**src/rtl/fetch_unit_pkg.sv**
```systemverilog
// Shared types for the instruction-fetch stage: FSM states, jump-select
// encodings and the instruction word width.
package fetch_unit_pkg;

    localparam int INS_W = 16;

    typedef enum logic [1:0] {
        IDLE  = 2'd0,
        FETCH = 2'd1,
        EXEC  = 2'd2,
        HALT  = 2'd3
    } state_t;

    localparam logic [1:0] JMP_NONE = 2'b00;
    localparam logic [1:0] JMP_REL  = 2'b01;
    localparam logic [1:0] JMP_ABS  = 2'b10;

endpackage

```
**src/rtl/next_pc_calc.sv**
```systemverilog
// Combinational next-PC selection: absolute jump, PC-relative
// (jump or taken branch) or sequential. All sums wrap modulo 2^PC_W.
module next_pc_calc #(
    parameter int PC_W = 8
) (
    input  logic [PC_W-1:0] pc,
    input  logic            branch,
    input  logic [1:0]      jump,
    input  logic [7:0]      imm,
    input  logic [PC_W-1:0] rega,
    output logic [PC_W-1:0] next_pc,
    output logic [PC_W-1:0] pc_plus1
);

    logic [PC_W-1:0] imm_ext;

    assign imm_ext  = PC_W'($signed(imm));
    assign pc_plus1 = pc + PC_W'(1);

    // Bit 1 wins, so Jump=11 behaves as an absolute jump.
    always_comb begin
        next_pc = pc_plus1;
        if (jump[1])
            next_pc = rega;
        else if (jump[0] || branch)
            next_pc = pc + imm_ext;
    end

endmodule

```
**src/rtl/fetch_unit.sv**
```systemverilog
// Instruction-fetch stage: owns the PC, fetches one instruction per
// controller step over a req/ack port, and stops on halt or ack timeout.
module fetch_unit
    import fetch_unit_pkg::*;
#(
    parameter int PC_W        = 8,
    parameter int ACK_TIMEOUT = 15
) (
    input  logic             clk,
    input  logic             Rst,
    input  logic             Buff_PC,
    input  logic             Branch,
    input  logic [1:0]       Jump,
    input  logic             Done,
    input  logic [7:0]       Imm,
    input  logic [PC_W-1:0]  RegA,
    output logic             mem_req,
    output logic [PC_W-1:0]  mem_addr,
    input  logic             mem_ack,
    input  logic [INS_W-1:0] mem_rdata,
    output logic [INS_W-1:0] Ins,
    output logic             InsValid,
    output logic [PC_W-1:0]  PC,
    output logic [PC_W-1:0]  PCplus1,
    output logic             Halted,
    output logic             FetchErr
);

    localparam int CNT_W = $clog2(ACK_TIMEOUT + 1);

    state_t           state, state_nx;
    logic [CNT_W-1:0] to_cnt;
    logic [PC_W-1:0]  next_pc;
    logic             load_ins, commit_pc, set_halt, set_err, cnt_clr, cnt_inc;

    next_pc_calc #(.PC_W(PC_W)) u_next_pc (
        .pc       (PC),
        .branch   (Branch),
        .jump     (Jump),
        .imm      (Imm),
        .rega     (RegA),
        .next_pc  (next_pc),
        .pc_plus1 (PCplus1)
    );

    always_ff @(posedge clk) begin
        if (!Rst) state <= IDLE;
        else      state <= state_nx;
    end

    always_comb begin
        state_nx  = state;
        load_ins  = 1'b0;
        commit_pc = 1'b0;
        set_halt  = 1'b0;
        set_err   = 1'b0;
        cnt_clr   = 1'b0;
        cnt_inc   = 1'b0;
        case (state)
            IDLE: begin
                state_nx = FETCH;
                cnt_clr  = 1'b1;
            end
            FETCH: begin
                // to_cnt counts ack-less FETCH cycles already spent
                if (mem_ack) begin
                    load_ins = 1'b1;
                    state_nx = EXEC;
                end else if (to_cnt == CNT_W'(ACK_TIMEOUT - 1)) begin
                    set_err  = 1'b1;
                    set_halt = 1'b1;
                    state_nx = HALT;
                end else begin
                    cnt_inc = 1'b1;
                end
            end
            EXEC: begin
                if (Buff_PC) begin
                    commit_pc = 1'b1;
                    cnt_clr   = 1'b1;
                end
                // Done takes the state even when the PC is committed too
                if (Done) begin
                    set_halt = 1'b1;
                    state_nx = HALT;
                end else if (Buff_PC) begin
                    state_nx = FETCH;
                end
            end
            HALT:    state_nx = HALT;
            default: state_nx = IDLE;
        endcase
    end

    always_ff @(posedge clk) begin
        if (!Rst) begin
            PC       <= '0;
            Ins      <= '0;
            InsValid <= 1'b0;
            Halted   <= 1'b0;
            FetchErr <= 1'b0;
            to_cnt   <= '0;
        end else begin
            if (load_ins) begin
                Ins      <= mem_rdata;
                InsValid <= 1'b1;
            end
            if (commit_pc) begin
                PC       <= next_pc;
                InsValid <= 1'b0;
            end
            if (set_halt) Halted   <= 1'b1;
            if (set_err)  FetchErr <= 1'b1;
            if (cnt_clr)      to_cnt <= '0;
            else if (cnt_inc) to_cnt <= to_cnt + CNT_W'(1);
        end
    end

    assign mem_req  = (state == FETCH);
    assign mem_addr = PC;

endmodule

```
**config.mk**
```make
export PLATFORM = sky130hd
export DESIGN_NAME = fetch_unit
export DESIGN_NICKNAME = d
export VERILOG_FILES = /design/src/rtl/fetch_unit_pkg.sv /design/src/rtl/next_pc_calc.sv /design/src/rtl/fetch_unit.sv
export SDC_FILE = /design/constraint.sdc
export NUM_CORES = 1
export LEC_CHECK = 0
export ABC_AREA = 1
export BUFFER_PORTS_ARGS = -buffer_cell sky130_fd_sc_hd__buf_2
export CORE_ASPECT_RATIO = 1.1
export CORE_MARGIN = 3
export CORE_UTILIZATION = 45
export CTS_BUF_LIST = sky130_fd_sc_hd__clkbuf_4
export CTS_CLUSTER_DIAMETER = 40
export DETAILED_ROUTE_END_ITERATION = 16
export PLACE_DENSITY = 0.79
export SETUP_SLACK_MARGIN = 0.5
export SLEW_MARGIN = 10
export SYNTH_ARGS = -nofsm -noshare
export SYNTH_HDL_FRONTEND = slang
export SYNTH_SLANG_ARGS = --single-unit
export TNS_END_PERCENT = 1
```
**constraint.sdc**
```tcl
create_clock -name clk -period 1.8 [get_ports clk]
set_clock_uncertainty 0.2 [all_clocks]
set_input_delay 0.54 -clock clk [delete_from_list [all_inputs] [get_ports clk]]
set_output_delay 0.54 -clock clk [all_outputs]
set_load 0.02 [all_outputs]
```
==> results.md <==
- Dpl hpwl: 4.13 mm
- Share of the synthesized area in the top cell type: 32.4%
- Cts bufs inserted: 5
- Top_reg_cell synth: dfxtp_1
- Setup TNS: -2.36 ns
- Commonest cells post-synth: nand2_1 (71), nor2_1 (51), inv_1 (34), dfxtp_1 (33), o21ai_0 (24)
- Failing checks: negative setup slack
- CP Capture Type: output port
- Vias in the first global route: 2,205
- Post-synth EDFFs: 0
- Final period util: 121%
- Area of the die: 5380 sq um
- Final setup fails: 11
- Initial antenna violation count: 0
- Worst-path fanout max: 4
- Post-synth ARST share: 0%
- RSZ-0062 raised after global routing: yes
- Hold Vio Cnt, Final: 0
- Fmax: 460 MHz
- Status: finished, violations left
- Area Growth Syn to Fin: 58.0%
- Dominant cell type by area after synthesis: dfxtp_1
- Most numerous cell in the Yosys netlist: nand2_1
- Max Cap Viol: 0
- Worst setup path category: reg2out
- Hold Path Stages: 3
- Top post-synthesis cells by area: dfxtp_1 (32%), nand2_1 (13%), nor2_1 (9.4%)
- CP Buf/Inv Count: 1
- Worst Setup Start Kind: register
- Critical path arrival: 1.43 ns
- GPL Wtd Cong: 0.867
- Worst path depth: 5
- DRT iter0 DRCs: 98
- Synth Cell Area: 2040 sq um
- Pwr dens: 952 nW/um^2
- Max-slew violation count: 0
- DRT antenna net count: 0
- Slew margin rel.: 83.0%
- Max Buffers Root-to-Sink: 2
- Crit-path max cell delay: 0.38 ns
- H-tree depth: 2
- Syn. warnings: 0
- DRC errors left: 0
- Final core occ: 74.1%
- Via count: 2,290
- Vias per cell: 4.89
- Final worst slack: -0.374 ns
- CTS root buf: clkbuf_4
- CTS Hold Bufs: 0
- Initial Utilization: 46.9%
- Clock-pin slew on the worst setup and hold paths: 0.10 ns
- Slowest CP cell: dfxtp_4
- Antenna diodes: 0
- TritonRoute pass-1 iters: 4
- Synth Instances: 306
- Worst vdd ir: 0.772 mV
- CTS tree: yes
- Port bufs: 83
- Num ports: 84
- Hold Path Class: in2reg
- Tot GR Track Use: 21.1%
- Clk_lat worst skew: 0.33 ns
- Global route overflow: 0
- Yosys reg bits: 33
- Wire length per cell: 12.3 um
- First-pass GRT wire length: 9.34 mm
- Largest net degree at the start of global routing: 18
- Worst endpoint required time: 1.06 ns
- Register area share after synthesis: 32.4%
- Core footprint: 4350 sq um
- Yosys cell types: 33
- Clock sink count: 33
- CP top delay family: flip-flops
- Syn_area_per_cell: 6.66 sq um
- Post-Route WL: 5.77 mm
- CP Cell Sequence: ha_4 -> nand3_4 -> o21bai_2 -> and2_4 -> buf_6
- Fill count: 332
- Leak pwr: 1.60 nW
- Share of layout cells above drive strength 1: 47.1%
- Syn nets: 361
- FF-to-FF path depth: 16
- Fin crit period: 2.17 ns
- Worst-Margin Slew: 0.253 ns
- Nets: 468
- Die W: 70.2 um
- FP Rows: 25
- Die Height: 76.6 um
[layout make-up]
| class | count | area [sq um] | share of cell area, % |
|---|---|---|---|
| timing repair buffer | 113 | 898 | 27.9 |
| clock inverter | 2 | 10.0 | 0.311 |
| inverter | 40 | 156 | 4.85 |
| multi-input combinational | 220 | 1320 | 41.0 |
| clock buffer | 6 | 45.0 | 1.40 |
| tap | 54 | 67.6 | 2.10 |
| sequential | 33 | 723 | 22.4 |
[metal layers]
metal	track usage (%)	routed length, um	vias to the layer above
met2	38.4	2970	80
met4	7.66	139	0
met1	23.7	2320	1011
met5	0	0	-
met3	4.75	333	13
li1	-	-	1186
[sequential cells by signal, summed over array words and instances, names as in the netlist]
signal	cells
to_cnt	4
Halted	1
FetchErr	1
InsValid	1
PC	8
state	2
Ins	16
[placed cells by master, fill, tap and decap left out, types with 7 or more instances in the layout]
cell type and n:
nand2_1 65, nor2_1 47, buf_2 46, buf_6 44, inv_1 29, buf_4 23
dfxtp_2 20, o21ai_0 20, nand3_1 19, dfxtp_4 10, a21oi_1 10, inv_2 7
nand2_2 7, ha_1 7
[path summary, 6_finish.rpt]
path	start	end	slack, ns
worst max register to register	PC[0]	PC[6]	-0.24
worst min register to register	Halted	Halted	0.26
worst min-delay path	mem_rdata[10]	Ins[10]	0.24
worst max-delay path	PC[0]	PCplus1[6]	-0.37
[stage by stage]
step / area (sq um) / hold WS (ns) / power, mW / cells / worst slack [ns]
after floorplan: 2060 / 0.248 / 1.83 / 306 / -0.0145
after global placement: 2640 / 0.242 / 2.22 / 455 / -0.154
after detailed placement: 2640 / 0.246 / 2.24 / 455 / -0.208
after CTS: 3070 / 0.233 / 2.96 / 468 / -0.346
after global routing: 3220 / 0.242 / 3.30 / 468 / -0.444
final: 3220 / 0.244 / 3.07 / 468 / -0.374
[report_power, final]
part	switching [mW]	internal, mW	leakage (nW)
registers	0.147	0.918	0.285
clock network	0.247	0.164	0.0354
logic	0.852	0.739	1.28
[tightest hold or removal path: cells and delay by family]
family / cells / cell delay [ns]
buffers and inverters: 1 / 0.07
AO/OA/AOI/OAI: 1 / 0.07
AND/OR/NAND/NOR: 1 / 0.07
[cells by family after synthesis]
group,synth area share (%)
and+or+nand+nor,33.3
buffers and inverters,11.7
AOI/OAI and AO/OA,11.4
DFF,32.4
adders and majority gates,9.57
xor gates and xnor gates,1.72
[timing repair]
| action | in CTS | in global routing |
|---|---|---|
| pin swaps | 7 | 11 |
| gates resized for setup | 113 | 46 |
| cloned | 0 | 0 |
| buffers inserted | 5 | 0 |
| setup endpoints to repair | 77 | 77 |
Power figures use the tool's default switching activity.
